===== src/rtl/reg_file_scoreboard_if.sv =====
// Register file bus: write port, two read ports, scoreboard issue port and
// status outputs. The master side drives requests/addresses; the slave side
// (the register file) drives read data, busy flags and the write counter.
interface reg_file_scoreboard_if #(
    parameter int DATA_WIDTH  = 8,
    parameter int ADDR_WIDTH  = 3,
    parameter int COUNT_WIDTH = 16
);
    logic [DATA_WIDTH-1:0]  WRITEDATA;
    logic [ADDR_WIDTH-1:0]  WRITEREG;
    logic                   WRITEENABLE;
    logic [ADDR_WIDTH-1:0]  READREG1;
    logic [ADDR_WIDTH-1:0]  READREG2;
    logic [DATA_WIDTH-1:0]  REGOUT1;
    logic [DATA_WIDTH-1:0]  REGOUT2;
    logic                   BUSYSET;
    logic [ADDR_WIDTH-1:0]  BUSYREG;
    logic                   BUSY1;
    logic                   BUSY2;
    logic [COUNT_WIDTH-1:0] WRITECOUNT;

    modport master (
        output WRITEDATA, WRITEREG, WRITEENABLE, READREG1, READREG2,
               BUSYSET, BUSYREG,
        input  REGOUT1, REGOUT2, BUSY1, BUSY2, WRITECOUNT
    );

    modport slave (
        input  WRITEDATA, WRITEREG, WRITEENABLE, READREG1, READREG2,
               BUSYSET, BUSYREG,
        output REGOUT1, REGOUT2, BUSY1, BUSY2, WRITECOUNT
    );
endinterface


===== src/rtl/reg_file_scoreboard.sv =====
// Parametrised register file with two combinational read ports, one clocked
// write port, per-register pending-write scoreboard, optional hardwired-zero
// register 0 and a saturating accepted-write counter.
// Optional feature: define REGFILE_BYPASS_EN for same-cycle write-to-read
// forwarding of data and busy status.
module reg_file_scoreboard #(
    parameter int DATA_WIDTH  = 8,
    parameter int ADDR_WIDTH  = 3,
    parameter int ZERO_REG0   = 0,
    parameter int COUNT_WIDTH = 16
) (
    input  logic                  CLK,
    input  logic                  RESET,
    reg_file_scoreboard_if.slave  bus
);

    localparam int unsigned DEPTH = 1 << ADDR_WIDTH;

    logic [DATA_WIDTH-1:0]  regs [DEPTH];
    logic [DEPTH-1:0]       busy;
    logic [DEPTH-1:0]       busy_next;
    logic [COUNT_WIDTH-1:0] count;
    logic                   accept;
    logic                   fwd1;
    logic                   fwd2;

    // A write is accepted unless it targets the hardwired-zero register.
    always_comb begin
        accept = bus.WRITEENABLE && !((ZERO_REG0 != 0) && (bus.WRITEREG == '0));
    end

    // Register storage: async clear, write on accepted requests.
    always_ff @(posedge CLK or posedge RESET) begin
        if (RESET) begin
            for (int unsigned i = 0; i < DEPTH; i++) begin
                regs[i] <= '0;
            end
        end else if (accept) begin
            regs[bus.WRITEREG] <= bus.WRITEDATA;
        end
    end

    // Next busy vector: completing write clears first, then an issue to the
    // same register sets it again, so a new issue wins over the write.
    always_comb begin
        busy_next = busy;
        if (accept) begin
            busy_next[bus.WRITEREG] = 1'b0;
        end
        if (bus.BUSYSET) begin
            busy_next[bus.BUSYREG] = 1'b1;
        end
        if (ZERO_REG0 != 0) begin
            busy_next[0] = 1'b0;
        end
    end

    // Scoreboard state.
    always_ff @(posedge CLK or posedge RESET) begin
        if (RESET) begin
            busy <= '0;
        end else begin
            busy <= busy_next;
        end
    end

    // Accepted-write counter, holds at all-ones instead of wrapping.
    always_ff @(posedge CLK or posedge RESET) begin
        if (RESET) begin
            count <= '0;
        end else if (accept && (count != '1)) begin
            count <= count + 1'b1;
        end
    end

`ifdef REGFILE_BYPASS_EN
    // Forward the in-flight write to any read port addressing its target.
    always_comb begin
        fwd1 = accept && !RESET && (bus.READREG1 == bus.WRITEREG);
        fwd2 = accept && !RESET && (bus.READREG2 == bus.WRITEREG);
    end
`else
    // No forwarding: reads see stored state only.
    always_comb begin
        fwd1 = 1'b0;
        fwd2 = 1'b0;
    end
`endif

    // Read port 1 data and busy flag.
    always_comb begin
        if ((ZERO_REG0 != 0) && (bus.READREG1 == '0)) begin
            bus.REGOUT1 = '0;
            bus.BUSY1   = 1'b0;
        end else if (fwd1) begin
            bus.REGOUT1 = bus.WRITEDATA;
            bus.BUSY1   = bus.BUSYSET && (bus.BUSYREG == bus.READREG1);
        end else begin
            bus.REGOUT1 = regs[bus.READREG1];
            bus.BUSY1   = busy[bus.READREG1];
        end
    end

    // Read port 2 data and busy flag.
    always_comb begin
        if ((ZERO_REG0 != 0) && (bus.READREG2 == '0)) begin
            bus.REGOUT2 = '0;
            bus.BUSY2   = 1'b0;
        end else if (fwd2) begin
            bus.REGOUT2 = bus.WRITEDATA;
            bus.BUSY2   = bus.BUSYSET && (bus.BUSYREG == bus.READREG2);
        end else begin
            bus.REGOUT2 = regs[bus.READREG2];
            bus.BUSY2   = busy[bus.READREG2];
        end
    end

    // Counter output.
    always_comb begin
        bus.WRITECOUNT = count;
    end

endmodule

===== src/flat_wrapper.sv =====
// flat-port wrapper written by rule: the top's interface ports become plain ports
module reg_file_scoreboard_flat 
#(
    parameter int DATA_WIDTH  = 8,
    parameter int ADDR_WIDTH  = 3,
    parameter int ZERO_REG0   = 0,
    parameter int COUNT_WIDTH = 16
)
  (CLK, RESET, bus_WRITEDATA, bus_WRITEREG, bus_WRITEENABLE, bus_READREG1, bus_READREG2, bus_BUSYSET, bus_BUSYREG, bus_REGOUT1, bus_REGOUT2, bus_BUSY1, bus_BUSY2, bus_WRITECOUNT);
  reg_file_scoreboard_if #(.DATA_WIDTH(DATA_WIDTH), .ADDR_WIDTH(ADDR_WIDTH), .COUNT_WIDTH(COUNT_WIDTH)) bus_i ();
  input  logic CLK;
  input  logic RESET;
  input wire logic [$bits(bus_i.WRITEDATA)-1:0] bus_WRITEDATA;
  input wire logic [$bits(bus_i.WRITEREG)-1:0] bus_WRITEREG;
  input wire logic [$bits(bus_i.WRITEENABLE)-1:0] bus_WRITEENABLE;
  input wire logic [$bits(bus_i.READREG1)-1:0] bus_READREG1;
  input wire logic [$bits(bus_i.READREG2)-1:0] bus_READREG2;
  input wire logic [$bits(bus_i.BUSYSET)-1:0] bus_BUSYSET;
  input wire logic [$bits(bus_i.BUSYREG)-1:0] bus_BUSYREG;
  output wire logic [$bits(bus_i.REGOUT1)-1:0] bus_REGOUT1;
  output wire logic [$bits(bus_i.REGOUT2)-1:0] bus_REGOUT2;
  output wire logic [$bits(bus_i.BUSY1)-1:0] bus_BUSY1;
  output wire logic [$bits(bus_i.BUSY2)-1:0] bus_BUSY2;
  output wire logic [$bits(bus_i.WRITECOUNT)-1:0] bus_WRITECOUNT;
  assign bus_i.WRITEDATA = bus_WRITEDATA;
  assign bus_i.WRITEREG = bus_WRITEREG;
  assign bus_i.WRITEENABLE = bus_WRITEENABLE;
  assign bus_i.READREG1 = bus_READREG1;
  assign bus_i.READREG2 = bus_READREG2;
  assign bus_i.BUSYSET = bus_BUSYSET;
  assign bus_i.BUSYREG = bus_BUSYREG;
  assign bus_REGOUT1 = bus_i.REGOUT1;
  assign bus_REGOUT2 = bus_i.REGOUT2;
  assign bus_BUSY1 = bus_i.BUSY1;
  assign bus_BUSY2 = bus_i.BUSY2;
  assign bus_WRITECOUNT = bus_i.WRITECOUNT;
  reg_file_scoreboard #(.DATA_WIDTH(DATA_WIDTH), .ADDR_WIDTH(ADDR_WIDTH), .ZERO_REG0(ZERO_REG0), .COUNT_WIDTH(COUNT_WIDTH)) u_core (.CLK(CLK), .RESET(RESET), .bus(bus_i));
endmodule

===== config.mk =====
export PLATFORM = sky130hd
export DESIGN_NAME = reg_file_scoreboard_flat
export DESIGN_NICKNAME = d
export VERILOG_FILES = /design/src/rtl/reg_file_scoreboard_if.sv /design/src/rtl/reg_file_scoreboard.sv /design/src/flat_wrapper.sv
export SDC_FILE = /design/constraint.sdc
export NUM_CORES = 1
export LEC_CHECK = 0
export BUFFER_PORTS_ARGS = -buffer_cell sky130_fd_sc_hd__buf_2
export CORE_MARGIN = 2
export CORE_UTILIZATION = 58
export DETAILED_ROUTE_END_ITERATION = 7
export PLACE_DENSITY = 0.78
export SLEW_MARGIN = 20
export SYNTH_ARGS = -nofsm -noshare
export SYNTH_HDL_FRONTEND = slang
export SYNTH_SLANG_ARGS = --single-unit

===== constraint.sdc =====
create_clock -name CLK -period 3.4 [get_ports CLK]
set_clock_uncertainty 0.2 [all_clocks]
set_input_delay 0.34 -clock CLK [delete_from_list [all_inputs] [get_ports CLK]]
set_output_delay 0.34 -clock CLK [all_outputs]
set_load 0.02 [all_outputs]

==> out/metrics.cfg, run 1 <==
[run_status]
status = finished, final reports clean

[clock_tree]
clk_pin_slew_ns = 0.09
clock_latency_ns = 0.36
clockBufferDepth = 2
htreeDepth = 3
clockRootBuffer = clkbuf_8
cts_tree = yes
cts_buffers = 9
clock-sinks = 88

[yosys]
syn_area_mm2 = 0.004802
netlist_top_cells_area = dfrtp_1, mux4_1, mux2_2, xor2_1, nand2_1
seq_area_frac_synth_pct = 45.86
netlist.top_cell.by_area = dfrtp_1
synth_seq_cells = 88
syn_nets = 336
synth-edff-count = 0
syn_area_per_cell_um2 = 15.44
ys_warn_count = 0
synth_flop_cell = dfrtp_1
netlist.area_leader.share_pct = 45.86
synth-async-reset-ratio_pct = 100.0
syn_inst = 311
synth_cell_types = 40

[critical_path]
crit_fanout = 18
slowest_delay_ns = 0.65
crit_arrival_ns = 1.88
rr_worst_depth = 4
cp_num_cells = 4
cp-end-kind = output port
path_cells = buf_2 -> mux4_1 -> mux2_2 -> buf_2
critical-path-slowest-cell = mux4_1
start_kind = input pin
path_common_cell = buf_2
critPathTopFamily = multiplexers
path_class = in -> out
reg2reg_slack_ns = 1.37
worstPathRequired_ns = 2.86
startpoint = bus_READREG2[0]
timing.rr.start = u_core.bus.WRITECOUNT[8]
crit_buf_inv = 2

[place]
place_hpwl_mm = 6.688
port-buffer-count = 57
place_congestion = 0.8154

[worst_hold_path]
worstHoldStart = bus_BUSYREG[0]
hold_class = in -> reg
whs_path_depth = 2

[global_routing]
grt-ovfl-total = 0
grt_antenna_before_repair = 0
grt_usage_pct = 23.90
grt_pass1_wl_mm = 15.78
grt_pass1_vias = 3053
grt_max_degree = 59

[route]
ant_nets = 0
vias = 2998
wl_per_cell_um = 20.94
first_iter_violations = 104
drt_pass1_iterations = 4
drt_wl_total_mm = 9.966
drcViolationCount = 0
vias_per_cell = 6.298

[sta]
maxSlewViolCount = 0
max_clock_freq_mhz = 413.7
tns_ns = 0
rsz0062_at_grt = false
finalCritPeriodShare_pct = 71.10
worst_slew_pin_slew_ns = 0.9754
hold_viol = 0
setup_viol = 0
slew_headroom_pct = 34.62
period_minus_slack_ns = 2.417

[floorplan]
core_area_mm2 = 0.008134
die_h_um = 94.99
die-area_mm2 = 0.009023
rows = 33
io_pins = 58
die_w_um = 94.99
start_util_pct = 59.04

[pwr]
total_power_mw = 3.137
leakagePower_nw = 2.416
peakVddDrop_v = 0.0004118
p_per_area_mw_per_mm2 = 586.7

[cells_and_area]
final_layout_size_suffix_gt1_share_pct = 45.82
final_common_cell = dfrtp_1
diodes = 0
area_delta_synth_final_pct = 11.33
nets = 391
layout_common_cells = dfrtp_1, mux2_2, buf_2
nFillCells = 589

[run]
max_cap_viol_count = 0

## state kept, by name, indices dropped and copies added, names as in the netlist
name	cells
u_core.bus.WRITECOUNT	16
u_core.busy	8
u_core.regs	64
## synth_stat cells, types with 3 or more instances
library cell  number
buf_2              6
dfrtp_1           88
xor2_1             8
nor2_1             3
nand3_1            5
nand4b_1           3
nand4_1            5
mux2_2            83
inv_1              6
and3_1             3
nand2b_1           3
mux4_1            36
a21oi_1            7
nand2_1           14
o21ai_0            4
## stage by stage
step	cells	worst slack (ns)	area, um2	utilization (%)	hold slack [ns]
after detailed placement	459	0.9764	5112	62.85	0.2913
after CTS	476	0.9713	5345	65.71	0.03620
after global routing	476	0.9295	5346	65.73	0.05691
after floorplan	311	0.5814	4802	-	0.2500
final	476	0.9826	5346	65.73	0.05731
after global placement	459	1.011	5112	62.85	0.2705
## per-layer routing
metal / track usage [%] / up-vias / part of all wire (%) / wire (um)
met5: 0 / - / 0 / 0
met4: 6.884 / 0 / 0.93 / 93
met3: 4.389 / 8 / 3.5 / 344
met2: 42.32 / 74 / 54 / 5351
met1: 30.13 / 1565 / 42 / 4176
li1: - / 1351 / - / -
## kinds of logic (layout without fill, tap and decap cells)
family                   count (synthesis)  after routing  share of synthesized area, %
flip-flops                              88             88                         45.86
multiplexers                           120            120                         39.37
AO/OA/AOI/OAI                           22             22                         2.996
buffers and inverters                   22             82                         3.022
adder cells (fa/ha/maj)                  1              1                        0.2605
XOR/XNOR                                 9              9                         1.642
AND/OR/NAND/NOR                         49             49                         6.853
## cell type report
type	instances	area [um2]	area share [%]
Clock buffer	9	123.9	2.317
Multi-Input combinational cell	201	2455	45.92
Sequential cell	88	2202	41.19
Inverter	6	25.02	0.4681
Clock inverter	7	98.84	1.849
Tap cell	105	131.4	2.457
Timing Repair Buffer	60	310.3	5.804
## worst register-to-register path: cells and delay by family (launching register included)
kind	cells	cell delay [ns]
and+or+nand+nor	2	0.82
DFF	1	0.45
muxes	1	0.30
AOI/OAI and AO/OA	1	0.14
## what timing repair did
action,4_1_cts,5_1_grt
hold buffers,1,0
hold endpoints to repair,29,0
buffers inserted,0,0
resized for setup,0,0
## power breakdown
group | internal [mW] | switching, mW | leakage (nW)
Sequential | 1.27 | 0.184 | 1.06
Combinational | 0.470 | 0.389 | 1.24
Clock | 0.421 | 0.399 | 0.111
Total | 2.16 | 0.972 | 2.42
## path summary, 6_finish.rpt
kind | to
worst max-delay path | bus_BUSY2
worst min-delay path | u_core.busy[2]
worst max register to register | u_core.bus.WRITECOUNT[1]
worst min register to register | u_core.busy[6]
max in group asynchronous | u_core.regs[41]
min in group asynchronous | u_core.regs[4]
No activity file was read; power rests on OpenSTA's default activity.
==> run 2, diff against run 1 <==
- clock period: 3.4 -> 2.3 ns (I/O delays scaled with it)
==> run 2 against run 1 <==
Effect of this change:
- final cell count is 3.4% higher
- worst hold slack worse by 0.048 ns
- die area stayed put
- critical path depth is 1 lower
- via count is 1.4% higher
- utilization is 1.5 points higher
- worst setup slack worse by 0.84 ns
- sequential share of layout area is 0.91 points lower
- first-iteration DRC count is 0.96% lower
- critical endpoint is now bus_REGOUT1[2]
- critical path type is now reg -> out
==> out/metrics.cfg, run 2 (synthesis results as in run 1) <==
[cells_and_area]
area_delta_synth_final_pct = 13.84
final_cells = 492
final_layout_size_suffix_gt1_share_pct = 46.77
final_common_cell = dfrtp_1
layout_common_cells = dfrtp_1, mux2_2, buf_2
largest_reg_flops = 64
fin_util_pct = 67.21
diodes = 0
nets = 407
top_register = u_core.regs
nFillCells = 592

[global_routing]
grt_antenna_before_repair = 0
grt-ovfl-total = 0
grt_pass1_vias = 3079
grt_pass1_wl_mm = 16.28
grt_max_degree = 42
grt_usage_pct = 24.93

[clock_tree]
post_cts.repair.setup_buffers = 0
clk_pin_slew_ns = 0.08
clockBufferDepth = 2
cts_buffers = 9
htreeDepth = 3
clock-sinks = 88
clock_latency_ns = 0.35
cts_tree = yes
clockRootBuffer = clkbuf_8

[place]
dp.cells = 471
place_hpwl_mm = 7.043
port-buffer-count = 57
place_congestion = 0.7912

[floorplan]
rows = 33
die_h_um = 94.99
die-area_mm2 = 0.009023
start_util_pct = 59.04
die_w_um = 94.99
core_area_mm2 = 0.008134
io_pins = 58

[route]
drt_pass1_iterations = 4
wl_per_cell_um = 20.91
vias_per_cell = 6.179
drcViolationCount = 0
first_iter_violations = 103
drt_wl_total_mm = 10.29
vias = 3040
ant_nets = 0

[worst_hold_path]
hold_class = in -> reg

[sta]
worst_slew_pin_slew_ns = 0.5770
period_minus_slack_ns = 2.153
hold_viol = 0
max_clock_freq_mhz = 464.4
setup_viol = 0
slew_headroom_pct = 61.41
tns_ns = 0
rsz0062_at_grt = false
maxSlewViolCount = 0
finalCritPeriodShare_pct = 93.63

[critical_path]
path_cells = mux4_1 -> mux2_2 -> buf_2
cp-end-kind = output port
critPathTopFamily = multiplexers
path_class = reg -> out
crit_buf_inv = 1
crit_fanout = 3
crit_arrival_ns = 1.72
critical-path-slowest-cell = mux4_1
start_kind = flop
worstPathRequired_ns = 1.87
slowest_delay_ns = 0.51

[run_status]
status = finished, final reports clean

[run]
max_cap_viol_count = 0

[pwr]
peakVddDrop_v = 0.0004529
p_per_area_mw_per_mm2 = 808.5
leakagePower_nw = 2.470

## run 2: repair_timing
item / CTS / global route
hold buffers: 5 / 0
resized for setup: 0 / 0
endpoints found under the hold margin: 30 / 0
## run 2: area by class of cell
cell class	count	area [um2]	area share, %
clock buffers	11	141.4	2.586
clock inverters	5	32.53	0.5951
inverters	6	26.28	0.4807
multi-input cells	201	2455	44.91
flip-flops and latches	88	2202	40.28
well taps	105	131.4	2.403
repair buffers	76	478.0	8.743
## run 2: worst reg2reg max path, stage by stage, from the launching register on
cell,delay [ns]
dfrtp_1,0.42
ha_1,0.20
and3_1,0.28
nor4b_2,0.36
nand4_1,0.16
xnor2_1,0.14
## run 2: stage by stage
stage               total power [mW]  hold WS (ns)  cell area, um2  setup slack (ns)
global route                   4.664      0.007688            5466           0.09028
global placement               3.416       0.09757            5243            0.2648
CTS                            4.439      0.002386            5466            0.1311
detailed placement             3.489        0.1039            5243            0.2253
floorplan                      3.087        0.1400            4806            0.4648
finish                         4.419      0.009054            5466            0.1465
## run 2: routing by layer
layer	global-route usage [%]	wire length (um)	up-vias	share of wire (%)
li1	-	-	1382	-
met1	34.09	4492	1573	44
met2	41.84	5320	72	52
met3	3.512	341	13	3.3
met4	7.488	135	0	1.3
met5	0	0	-	0
## run 2: where the power goes
group          internal, mW  total, mW  switching [mW]  leakage (nW)
registers              1.88       2.16           0.277          1.06
logic                 0.718       1.31           0.591          1.32
clock network         0.418      0.949           0.531        0.0813
## run 2: worst paths after layout
check | start | endpoint | slack, ns | depth (start not counted)
worst max-delay path | u_core.regs[42] | bus_REGOUT1[2] | 0.15 | 3
max in group asynchronous | RESET | u_core.regs[45] | 0.93 | 4
worst min-delay path | bus_WRITEDATA[4] | u_core.regs[12] | 0.009 | 2
min in group asynchronous | RESET | u_core.regs[31] | 0.26 | 3
worst min register to register | u_core.busy[7] | u_core.busy[7] | 0.30 | 2
worst max register to register | u_core.bus.WRITECOUNT[0] | u_core.bus.WRITECOUNT[14] | 0.45 | 5
